==> config.mk <==
export PLATFORM = sky130hd
export DESIGN_NAME = shot_sequencer
export DESIGN_NICKNAME = d
export VERILOG_FILES = /design/src/rtl/shot_sequencer.sv
export SDC_FILE = /design/constraint.sdc
export NUM_CORES = 1
export LEC_CHECK = 0
export ABC_AREA = 1
export CAP_MARGIN = 5
export CORE_MARGIN = 2
export CORE_UTILIZATION = 25
export DETAILED_ROUTE_END_ITERATION = 7
export GPL_ROUTABILITY_DRIVEN = 1
export REMOVE_ABC_BUFFERS = 1
export SYNTH_ARGS = -nofsm -noshare
export SYNTH_HDL_FRONTEND = slang
export SYNTH_SLANG_ARGS = --single-unit
export TNS_END_PERCENT = 100
==> constraint.sdc <==
create_clock -name clk -period 1.6 [get_ports clk]
set_input_delay 0.24 -clock clk [delete_from_list [all_inputs] [get_ports clk]]
set_output_delay 0.24 -clock clk [all_outputs]
set_load 0.005 [all_outputs]
==> src/rtl/shot_sequencer.sv <==
// Light-gun shot sequencer: conditions trigger/sensor, steps black and target
// flash phases on frame boundaries, judges hit or miss and tracks ammo.
module shot_sequencer #(
  parameter int DEBOUNCE_CYCLES = 250000,
  parameter int BLACK_FRAMES    = 1,
  parameter int TARGET_FRAMES   = 1,
  parameter int COOLDOWN_FRAMES = 15,
  parameter int SHOTS           = 3
) (
  input  logic                         clk,
  input  logic                         reset_n,
  input  logic                         trigger,
  input  logic                         sensor,
  input  logic                         frame_start,
  input  logic                         reload,
  output logic                         flash_black,
  output logic                         flash_target,
  output logic                         hit,
  output logic                         miss,
  output logic                         busy,
  output logic [$clog2(SHOTS+1)-1:0]   shots_left,
  output logic [2:0]                   dbg_state
);

  localparam int SW    = $clog2(SHOTS + 1);
  localparam int DW    = (DEBOUNCE_CYCLES > 1) ? $clog2(DEBOUNCE_CYCLES) : 1;
  localparam int MAXF0 = (BLACK_FRAMES > TARGET_FRAMES) ? BLACK_FRAMES : TARGET_FRAMES;
  localparam int MAXF  = (COOLDOWN_FRAMES > MAXF0) ? COOLDOWN_FRAMES : MAXF0;
  localparam int FW    = $clog2(MAXF + 1);

  localparam logic [DW-1:0] DEB_LAST    = DW'(DEBOUNCE_CYCLES - 1);
  localparam logic [FW-1:0] BLACK_LAST  = FW'(BLACK_FRAMES - 1);
  localparam logic [FW-1:0] TARGET_LAST = FW'(TARGET_FRAMES - 1);
  localparam logic [FW-1:0] COOL_LAST   = FW'(COOLDOWN_FRAMES - 1);
  localparam logic [SW-1:0] SHOTS_FULL  = SW'(SHOTS);

  typedef enum logic [2:0] {
    IDLE     = 3'd0,
    ARM      = 3'd1,
    BLACK    = 3'd2,
    TARGET   = 3'd3,
    JUDGE    = 3'd4,
    COOLDOWN = 3'd5
  } state_t;

  logic          trig_s1_q, trig_s2_q, sens_s1_q, sens_s2_q;
  logic [DW-1:0] deb_cnt_q;
  logic          deb_q, deb_prev_q;
  logic          press;

  state_t        state_q;
  logic [FW-1:0] frame_cnt_q;
  logic [SW-1:0] shots_q;
  logic          black_seen_q, target_seen_q;
  logic          flash_black_q, flash_target_q, hit_q, miss_q, busy_q;

  // The debounced level only moves after DEBOUNCE_CYCLES consecutive mismatches.
  always_ff @(posedge clk or negedge reset_n) begin
    if (!reset_n) begin
      trig_s1_q  <= 1'b0;
      trig_s2_q  <= 1'b0;
      sens_s1_q  <= 1'b0;
      sens_s2_q  <= 1'b0;
      deb_cnt_q  <= '0;
      deb_q      <= 1'b0;
      deb_prev_q <= 1'b0;
    end else begin
      trig_s1_q  <= trigger;
      trig_s2_q  <= trig_s1_q;
      sens_s1_q  <= sensor;
      sens_s2_q  <= sens_s1_q;
      deb_prev_q <= deb_q;
      if (trig_s2_q == deb_q) begin
        deb_cnt_q <= '0;
      end else if (deb_cnt_q == DEB_LAST) begin
        deb_q     <= trig_s2_q;
        deb_cnt_q <= '0;
      end else begin
        deb_cnt_q <= deb_cnt_q + 1'b1;
      end
    end
  end

  assign press = deb_q & ~deb_prev_q;

  always_ff @(posedge clk or negedge reset_n) begin
    if (!reset_n) begin
      state_q        <= IDLE;
      frame_cnt_q    <= '0;
      shots_q        <= SHOTS_FULL;
      black_seen_q   <= 1'b0;
      target_seen_q  <= 1'b0;
      flash_black_q  <= 1'b0;
      flash_target_q <= 1'b0;
      hit_q          <= 1'b0;
      miss_q         <= 1'b0;
      busy_q         <= 1'b0;
    end else begin
      hit_q  <= 1'b0;
      miss_q <= 1'b0;
      case (state_q)
        IDLE: begin
          // Reload wins over a coincident press; an empty gun drops the press.
          if (reload) begin
            shots_q <= SHOTS_FULL;
          end else if (press && (shots_q != '0)) begin
            shots_q <= shots_q - 1'b1;
            state_q <= ARM;
            busy_q  <= 1'b1;
          end
        end
        ARM: begin
          if (frame_start) begin
            state_q       <= BLACK;
            frame_cnt_q   <= '0;
            flash_black_q <= 1'b1;
          end
        end
        BLACK: begin
          if (sens_s2_q) black_seen_q <= 1'b1;
          if (frame_start) begin
            if (frame_cnt_q == BLACK_LAST) begin
              state_q        <= TARGET;
              frame_cnt_q    <= '0;
              flash_black_q  <= 1'b0;
              flash_target_q <= 1'b1;
            end else begin
              frame_cnt_q <= frame_cnt_q + 1'b1;
            end
          end
        end
        TARGET: begin
          if (sens_s2_q) target_seen_q <= 1'b1;
          if (frame_start) begin
            if (frame_cnt_q == TARGET_LAST) begin
              state_q        <= JUDGE;
              frame_cnt_q    <= '0;
              flash_target_q <= 1'b0;
            end else begin
              frame_cnt_q <= frame_cnt_q + 1'b1;
            end
          end
        end
        JUDGE: begin
          // Light during the black frame means the sensor sees the room, not the box.
          hit_q         <= target_seen_q && !black_seen_q;
          miss_q        <= !(target_seen_q && !black_seen_q);
          black_seen_q  <= 1'b0;
          target_seen_q <= 1'b0;
          frame_cnt_q   <= '0;
          if (COOLDOWN_FRAMES == 0) begin
            state_q <= IDLE;
            busy_q  <= 1'b0;
          end else begin
            state_q <= COOLDOWN;
          end
        end
        COOLDOWN: begin
          if (frame_start) begin
            if (frame_cnt_q == COOL_LAST) begin
              state_q <= IDLE;
              busy_q  <= 1'b0;
            end else begin
              frame_cnt_q <= frame_cnt_q + 1'b1;
            end
          end
        end
        default: begin
          state_q <= IDLE;
          busy_q  <= 1'b0;
        end
      endcase
    end
  end

  assign flash_black  = flash_black_q;
  assign flash_target = flash_target_q;
  assign hit          = hit_q;
  assign miss         = miss_q;
  assign busy         = busy_q;
  assign shots_left   = shots_q;
  assign dbg_state    = state_q;

endmodule

==> results.md <==
* TritonCTS Buffers at 5
* Critical Path End: shots_left[0]
* H-tree levels at 2
* R2R Path End: dbg_state[1]
* EDFF count, synth at 0
* CP max-delay cell: dfstp_2
* Initial antenna violation count at 0
* CP top delay family: flip-flops
* Least-Margin Pin Slew at ~520 ps
* Largest net degree at the start of global routing at a little over 40
* Post-Syn Instances at 274
* Overflow after GRT at 0
* Failing checks: hold timing
* Worst EP required at about 1400 ps
* # diodes at 0
* Worst path bufs/invs at 1
* Die X-Extent at roughly 97 microns
* Crit. Startpoint: shots_left[0]
* Crit-path cells: clkdlybuf4s50_1
* Status: complete, but fails checks
* Most common cell after layout, fill and taps aside: nand2_1
* Overall routed net length at roughly 4400 microns
* Hold Crit Class: input port to asynchronous set/reset pin
* Worst-path maximum fanout at 2
* First-pass GRT wire length at 7770 microns
* Initial core utilization at 0.254
* Core ar. at roughly 8600 sq um
* Worst hold margin at -5.53 ps
* CP Depth at 1
* Vias in the first global route at ~1700
* Routed WL per cell at roughly 11 microns
* Initial DRC Count at about 100
* Post-synthesis sequential area ratio at 0.460
* CP Class: flip-flop to output port
* Commonest cells after routing, fill and taps aside: nand2_1, nor2_1, dfrtp_1
* Gpl congestion at between 0.8 and 0.9
* Share of cells above drive strength 1 at 0.159
* Fin. max-slew vios at 0
* Port-buffer cells at 15
* FFs w/ async S/R, synth at 1.00
* Post-layout net count at 311
* Clk Latency, worst-skew pair at approximately 300 ps
* Via Count at ~1800
* Final Critical Period at roughly 1600 ps
* Final Skew at a little over 6 ps
* RSZ-0062 raised after global routing: false
* Clock-pin slew on the worst setup and hold paths at about 80 ps
* Post-route ant nets at 0
* DRC errors left at 0
* Dominant synthesized flop cell: dfrtp_1
* DP HPWL at between 3000 and 4000 microns
* CP arrival at between 1000 and 1500 ps
* Placed insts at 401
* Multi-input gate area in the final layout at approximately 1000 sq um
* R2R Setup Slk at approximately 100 ps
* First drt pass iteration count at 4
* Die Area at between 9000 and 10000 sq um
* Maximum VDD drop at ~0.00031 V
* Normalized max-slew margin at 0.652
* Final period util at 0.974
* F_max at 0.642 GHz
* Clock Path Buffers at 2
* Die Ht at between 90 and 100 microns
* Synth Register Bits at 40
* Pwr Density at 1210 nW/um^2
* TritonCTS clock tree: built
* Crit. End Element: output port
* Area added between synthesis and finish at 19.2%
* Leakage at between 1 and 1.5 nW
* Avg Inst Size Synth at between 7 and 8 sq um
* Synth unique cells at 28
* Slowest cell delay on critical path at around 530 ps
* Root buf cell: clkbuf_8
* Core Rows at 34
* Endpoints failing setup at 0
* GRT Total Usage at 0.0997
* Clk sink count at 40
* Seq. cell area at ~1000 sq um
* Setup TNS at 0 ps
* Mapped cell area at approximately 2200 sq um
* Io pins at 16
* Critical path startpoint category: flip-flop
* Setup Buffers After CTS at 0
* Ys Warns at 0
* Fillers at 929
* Fin cells at 409
* Vias per cell at about 4.3
* Total design power at 3.15 mW
* Final Hold Viols at 7
* Reg-to-Reg Start: shots_left[0]
* Worst r2r path cells at 8
* Max Cap Viol at 0
-- area by class of cell --
cell class              count  area share
multi-input cells         196       0.402
flip-flops and latches     40       0.387
repair buffers             19      0.0684
inverters                  38      0.0549
well taps                 108      0.0520
clock buffers               7      0.0332
clock inverters             1     0.00289
-- report_power, final --
group          switching (mW)  total [mW]  leakage (nW)  internal [mW]
logic                   0.646        1.12         0.569          0.473
clock network           0.361       0.712        0.0445          0.351
registers               0.140        1.32         0.520           1.18
-- cells by family (layout without fill, tap and decap cells) --
kind of cell,count (synthesis),after routing,synth area share
AOI/OAI and AO/OA,27,27,0.0775
xor gates and xnor gates,11,11,0.0477
adders and majority gates,5,5,0.0287
buffers and inverters,38,65,0.0654
DFF,40,40,0.460
and+or+nand+nor,153,153,0.320
-- timing repair --
item,4_1_cts,5_1_grt
resized for setup,2,4
setup endpoints to repair,2,13
endpoints found under the hold margin,0,0
hold buffers,0,0
pin swaps,0,4
-- how the worst min path moves through the flow --
stage	slack (ps)	end	startpoint	depth (start not counted)
after global routing	50	sens_s1_q	reset_n	2
final	-6	deb_cnt_q[12]	reset_n	2
after CTS	20	sens_s1_q	reset_n	2
after floorplan	-60	black_seen_q	reset_n	0
after detailed placement	340	trig_s2_q	trig_s1_q	0
after global placement	340	deb_cnt_q[15]	reset_n	2
-- cell usage after synthesis (6+ instances only) --
cell     count  area [sq um]
a21oi_1      6          30.0
dfrtp_1     38           951
inv_1       31           116
inv_2        7          26.3
nand2_1     55           206
nand3_1     32           160
nor2_1      40           150
nor2_2       6          37.5
o21ai_1      9          45.0
xor2_1       7          61.3
-- metrics by stage --
stage	setup WS [ps]	hold slack, ps	util	cell area [sq um]
after floorplan	169	-55.6	-	2180
after detailed placement	53.9	344	0.290	2490
after global placement	121	338	0.290	2490
after global routing	1.07	46.6	0.302	2600
after CTS	23.9	17.2	0.301	2590
final	42.2	-5.53	0.302	2600
-- per-layer routing --
layer,global-route usage,part of all wire,up-vias
met5,0,0,-
met3,0.0237,0.035,7
met1,0.131,0.50,814
li1,-,-,922
met4,0.0449,0.018,0
met2,0.156,0.45,28
-- state kept, by name (all words and copies together) (netlist names) --
signal	count
deb_cnt_q	18
frame_cnt_q	4
dbg_state	3
shots_left	2
black_seen_q	1
busy	1
deb_prev_q	1
deb_q	1
flash_black	1
flash_target	1
hit	1
miss	1
sens_s1_q	1
sens_s2_q	1
target_seen_q	1
trig_s1_q	1
trig_s2_q	1
(Power assumes the default switching activity.)
